[src/rtl/booth_pkg.sv]
// Shared definitions for the radix-4 Booth digit source: triplet encodings,
// the serializer state type and sizing helpers used to derive port widths.
package booth_pkg;

  // Two-state serializer: waiting for an operand, or presenting digits.
  typedef enum logic {
    ST_IDLE  = 1'b0,
    ST_SHIFT = 1'b1
  } state_e;

  // Booth triplet encodings {b(2i+1), b(2i), b(2i-1)} and the multiple they select.
  localparam logic [2:0] B_ZERO   = 3'b000;
  localparam logic [2:0] B_ZERO_N = 3'b111;
  localparam logic [2:0] B_P1_A   = 3'b001;
  localparam logic [2:0] B_P1_B   = 3'b010;
  localparam logic [2:0] B_P2     = 3'b011;
  localparam logic [2:0] B_M2     = 3'b100;
  localparam logic [2:0] B_M1_A   = 3'b101;
  localparam logic [2:0] B_M1_B   = 3'b110;

  // Number of radix-4 digits needed. An unsigned operand needs one extra
  // digit so the top bits are treated as positive (implicit zero sign).
  function automatic int ndig(input int width, input bit signedMode);
    return signedMode ? (width + 1) / 2 : width / 2 + 1;
  endfunction

  // Width of the digit index; a single-digit operand still needs one bit.
  function automatic int idxWidth(input int n);
    return (n <= 1) ? 1 : $clog2(n);
  endfunction

  // Signed multiple (-2..+2) selected by a triplet; handy for downstream users.
  function automatic logic signed [2:0] boothMultiple(input logic [2:0] t);
    logic signed [2:0] m;
    unique case (t)
      B_ZERO, B_ZERO_N: m = 3'sd0;
      B_P1_A, B_P1_B:   m = 3'sd1;
      B_P2:             m = 3'sd2;
      B_M2:             m = -3'sd2;
      default:          m = -3'sd1;
    endcase
    return m;
  endfunction

endpackage

[src/rtl/booth_digit_serializer.sv]
// Radix-4 Booth digit source. Loads a multiplier operand and emits overlapping
// 3-bit triplets LSB digit first, with valid/ready handshakes on both sides,
// a digit index, a last flag and a synchronous flush.
module booth_digit_serializer
  import booth_pkg::*;
#(
  parameter int WIDTH  = 8,
  parameter bit SIGNED = 1'b1,
  localparam int NDIG  = ndig(WIDTH, SIGNED),
  localparam int SRW   = 2 * NDIG + 1,
  localparam int IW    = idxWidth(NDIG)
) (
  input  logic             clk,
  input  logic             rst,
  input  logic             flush,
  input  logic             in_valid,
  output logic             in_ready,
  input  logic [WIDTH-1:0] in_data,
  output logic             dig_valid,
  input  logic             dig_ready,
  output logic [2:0]       dig,
  output logic [IW-1:0]    dig_idx,
  output logic             dig_last
);

  localparam logic [IW-1:0] LAST_IDX = IW'(NDIG - 1);

  state_e               state_q, state_d;
  logic [SRW-1:0]       sr_q, sr_d;
  logic [IW-1:0]        idx_q, idx_d;
  logic [2*NDIG-1:0]    extData;
  logic                 fillBit;
  logic                 shiftFill;
  logic                 digHs;
  logic                 loadHs;

  // Operand extension to a whole number of digits: copy the real bits, fill
  // the rest with the sign (two's complement) or zero (unsigned).
  assign fillBit = SIGNED ? in_data[WIDTH-1] : 1'b0;

  for (genvar b = 0; b < 2 * NDIG; b++) begin : g_ext
    if (b < WIDTH) begin : g_bit
      assign extData[b] = in_data[b];
    end else begin : g_fill
      assign extData[b] = fillBit;
    end
  end

  // Bits shifted in from the top keep the extended operand's sign intact.
  assign shiftFill = SIGNED ? sr_q[SRW-1] : 1'b0;

  // Outputs are decoded from registered state only; in IDLE everything reads zero.
  assign dig_valid = (state_q == ST_SHIFT);
  assign dig       = dig_valid ? sr_q[2:0] : 3'b000;
  assign dig_idx   = idx_q;
  assign dig_last  = dig_valid && (idx_q == LAST_IDX);

  assign digHs = dig_valid && dig_ready;

  // An operand is accepted when idle, or on the cycle the final digit leaves,
  // which gives zero-bubble back-to-back operation. Flush and reset block it.
  assign in_ready = !rst && !flush && ((state_q == ST_IDLE) || (digHs && dig_last));
  assign loadHs   = in_valid && in_ready;

  // Next-state logic: flush beats load, load beats retire, retire beats shift.
  always_comb begin
    state_d = state_q;
    sr_d    = sr_q;
    idx_d   = idx_q;
    if (flush) begin
      state_d = ST_IDLE;
      sr_d    = '0;
      idx_d   = '0;
    end else if (loadHs) begin
      state_d = ST_SHIFT;
      sr_d    = {extData, 1'b0};
      idx_d   = '0;
    end else if (digHs && dig_last) begin
      state_d = ST_IDLE;
      sr_d    = '0;
      idx_d   = '0;
    end else if (digHs) begin
      sr_d  = {shiftFill, shiftFill, sr_q[SRW-1:2]};
      idx_d = idx_q + IW'(1);
    end
  end

  // State, shift register and digit counter; reset drops any operand at once.
  always_ff @(posedge clk or posedge rst) begin
    if (rst) begin
      state_q <= ST_IDLE;
      sr_q    <= '0;
      idx_q   <= '0;
    end else begin
      state_q <= state_d;
      sr_q    <= sr_d;
      idx_q   <= idx_d;
    end
  end

endmodule

[config.mk]
export PLATFORM = sky130hd
export DESIGN_NAME = booth_digit_serializer
export DESIGN_NICKNAME = d
export VERILOG_FILES = /design/src/rtl/booth_pkg.sv /design/src/rtl/booth_digit_serializer.sv
export SDC_FILE = /design/constraint.sdc
export NUM_CORES = 1
export LEC_CHECK = 0
export ABC_CLOCK_PERIOD_IN_PS = 1900
export CORE_MARGIN = 5
export CORE_UTILIZATION = 45
export DETAILED_ROUTE_END_ITERATION = 8
export HOLD_SLACK_MARGIN = 0.12
export PLACE_DENSITY = 0.76
export SYNTH_ARGS = -nofsm -noshare
export SYNTH_HDL_FRONTEND = slang
export SYNTH_SLANG_ARGS = --single-unit
export TNS_END_PERCENT = 30
[constraint.sdc]
create_clock -name clk -period 1.9 [get_ports clk]
set_input_delay 0.475 -clock clk [delete_from_list [all_inputs] [get_ports clk]]
set_output_delay 0.475 -clock clk [all_outputs]
set_load 0.01 [all_outputs]
==> flow_metrics.tcl, run 1 <==
set metrics [dict create \
    status "completed" \
    num_antenna_cells 0 \
    synth_cell_types 31 \
    cts_tree "done" \
    r2r-end "sr_q[6]" \
    fin_crit_sh_pct 96.5 \
    fin_area_sq_um 1030 \
    cp_data_required_time_ps 1420 \
    synth_simple_gate_area_share_pct 32.9 \
    grt_pass1_vias 676 \
    vias 720 \
    cp-end-kind "output pin" \
    crit_type "reg -> out" \
    antenna_found_initial 0 \
    ff2ff_setup_slack_ps 330 \
    holdCritStartpoint "sr_q[1]" \
    tightest_slew_ps 464 \
    layout_common_cells "clkdlybuf4s50_1 (14), nand4_1 (12), dfrtp_1 (12), buf_4 (12), a31oi_1 (7)" \
    overflow 0 \
    grt_use_met3_pct 2.96 \
    critPathArrivalTime_ps 1360 \
    hold_class "reg -> reg" \
    drcViolationCount 0 \
    r2r_cells 5 \
    hold_violations 0 \
    die_h_um 50.3 \
    synth.mux.area_fraction_pct 1.37 \
    initial_utilization_pct 47.9 \
    cts_root_buffer "clkbuf_4" \
    cts.sinks 12 \
    crit_path_start "dig_idx[0]" \
    hold-worst-slack_ps 557 \
    netlist_area_sq_um 731 \
    maxCapViolations 0 \
    finalSetupViolations 0 \
    routed_wl_mm 1.80 \
    finalMaxSlewViolations 0 \
    peakVddDrop_uv 397 \
    busiest_layer "met2" \
    hpwl_mm 1.34 \
    core_sq_um 1520 \
    hold_end "sr_q[1]" \
    nNetsFinal 118 \
    grt_max_degree 13 \
    area_delta_synth_final_pct 40.8 \
    p_per_area_nw_per_um2 634 \
    ios 21 \
    timing.fmax_mhz 545 \
    grt_pass1_wl_mm 2.95 \
    hold_depth 2 \
    grt_use_total_pct 15.1 \
    vias_per_cell 6.05 \
    cp_max_fo 2 \
    synth_top_family_by_area "simple AND/OR/NAND/NOR gates" \
    yosys.area_share.xor_xnor_pct 1.20 \
    final_common_cell "clkdlybuf4s50_1" \
    synth_top_area_share_pct 41.1 \
    finalCriticalPeriod_ps 1830 \
    wire_per_inst_um 15.1 \
    holdBufCountCts 0 \
    synth_compound_area_share_pct 14.7 \
    final_antenna_net_count 0 \
    startpoint_type "flip-flop" \
    worstSkewPairLatency_ps 280 \
    synth-adder-area-share_pct 1.71 \
    cts-htree-levels 1 \
    ys_seq_elements 12 \
    drtIter0Drc 16 \
    grt_setup_unrepaired "false" \
    syn_area_per_cell_sq_um 10.1 \
    final_cells 119 \
    gp_congestion 0.774 \
    clk_pin_slew_worst_paths_ps 80 \
    io_buffer_count 20 \
    utilization_pct 67.5 \
    numCtsBuffers 3 \
    dieArea_sq_um 2530 \
    grt_use_met1_pct 19.4 \
    grt_use_met2_pct 24.7 \
    p_leak_nw 0.479 \
    die_x_um 50.3 \
    yosysTopAreaCell "dfrtp_1" \
    seq_area_frac_synth_pct 41.1 \
    first_pass_iters 4 \
    yosys_warnings 0 \
    drive_above_1_share_pct 29.1 \
    dpl-instance-area_sq_um 1000 \
    relSlewSlack_pct 69.0 \
    num_rows 14 \
    synth_nets 86 \
    dpl.cell_count 115 \
    cts.path.max_buffers 2 \
    fin_ws_ps 66.3 \
    post-place-ws_ps -344 \
    synth_cells 72 \
    skew_ps 1.21 \
    rr_startpoint "dig_idx[0]" \
    synthTopCellsByArea "dfrtp_1 (41%), nand4_1 (10%), a31oi_1 (6.0%)" \
]
## worst max path at each step
stage / cells after the start / slack (ps) / to
6_report: 4 / 70 / in_ready
5_1_grt: 4 / 20 / in_ready
4_1_cts: 4 / 0.7 / dig_last
3_5_place_dp: 4 / -340 / in_ready
3_3_place_gp: 4 / -330 / in_ready
2_1_floorplan: 4 / 260 / in_ready
## critical path, cell delays in order, from the launching register on
cell and delay [ps]:
dfrtp_1 400, ha_2 190, a21bo_2 220, and2_1 140, buf_2 130
## report_power, final
group / switching, mW / leakage (nW) / total, mW / internal, mW
combinational: 0.0741 / 0.301 / 0.151 / 0.0773
clock: 0.0928 / 0.0210 / 0.209 / 0.117
sequential: 0.0129 / 0.157 / 0.291 / 0.278
total: 0.180 / 0.479 / 0.652 / 0.472
## metrics by stage
| stage | total power [mW] | TNS (ps) |
|---|---|---|
| after floorplan | 0.381 | 0 |
| after global placement | 0.447 | -799 |
| after detailed placement | 0.450 | -965 |
| after CTS | 0.654 | 0 |
| after global routing | 0.683 | 0 |
| final | 0.652 | 0 |
## Yosys cell counts
| master | count |
|---|---|
| a21bo_2 | 1 |
| a21o_2 | 1 |
| a311o_1 | 1 |
| a31oi_1 | 7 |
| a41o_2 | 1 |
| and2_1 | 1 |
| and2_2 | 4 |
| and3_1 | 1 |
| and3_4 | 1 |
| buf_2 | 2 |
| buf_4 | 1 |
| buf_6 | 2 |
| dfrtp_1 | 12 |
| ha_1 | 1 |
| inv_1 | 3 |
| mux2i_1 | 1 |
| nand2_1 | 1 |
| nand3_1 | 1 |
| nand3_2 | 1 |
| nand4_1 | 12 |
| nor2_1 | 1 |
| nor2_4 | 1 |
| nor3_1 | 6 |
| nor3b_1 | 1 |
| nor3b_4 | 1 |
| nor4_1 | 1 |
| o2bb2ai_1 | 1 |
| o31ai_1 | 2 |
| or2_1 | 1 |
| or3b_1 | 1 |
| xor2_1 | 1 |
## cell families after synthesis
group           count (synthesis)
compound gates                 14
xor+xnor                        1
fa+ha+maj                       1
buf+inv                         8
flops                          12
mux                             1
simple gates                   35
## cell type report
cell class              count  area [sq um]
fillers                   117           495
multi-input cells          52           382
flip-flops and latches     12           300
repair buffers             32           279
clock buffers               4          36.3
well taps                  16          20.0
inverters                   3          11.3
## what timing repair did
item / CTS / global route
buffers inserted: 0 / 0
resized for setup: 9 / 3
hold endpoints to repair: 0 / 0
setup endpoints to repair: 5 / 2
## sequential cells by signal (all words and copies together) (netlist names)
| name | flops |
|---|---|
| sr_q | 9 |
| dig_idx | 2 |
| dig_valid | 1 |
## per-layer routing
layer	vias up	share of wire, %
li1	346	-
met1	334	41
met2	36	50
met3	4	8.0
met4	0	1.4
met5	-	0
Power figures use the tool's default switching activity.
==> run 2, diff against run 1 <==
--- a/config.mk
+++ b/config.mk
@@ -5,7 +5,6 @@
 export SDC_FILE = /design/constraint.sdc
 export NUM_CORES = 1
 export LEC_CHECK = 0
-export ABC_CLOCK_PERIOD_IN_PS = 1900
 export CORE_MARGIN = 5
 export CORE_UTILIZATION = 45
 export DETAILED_ROUTE_END_ITERATION = 8
==> results of run 2 <==
No change in the layout: final DEF, timing and power equal those of run 1.
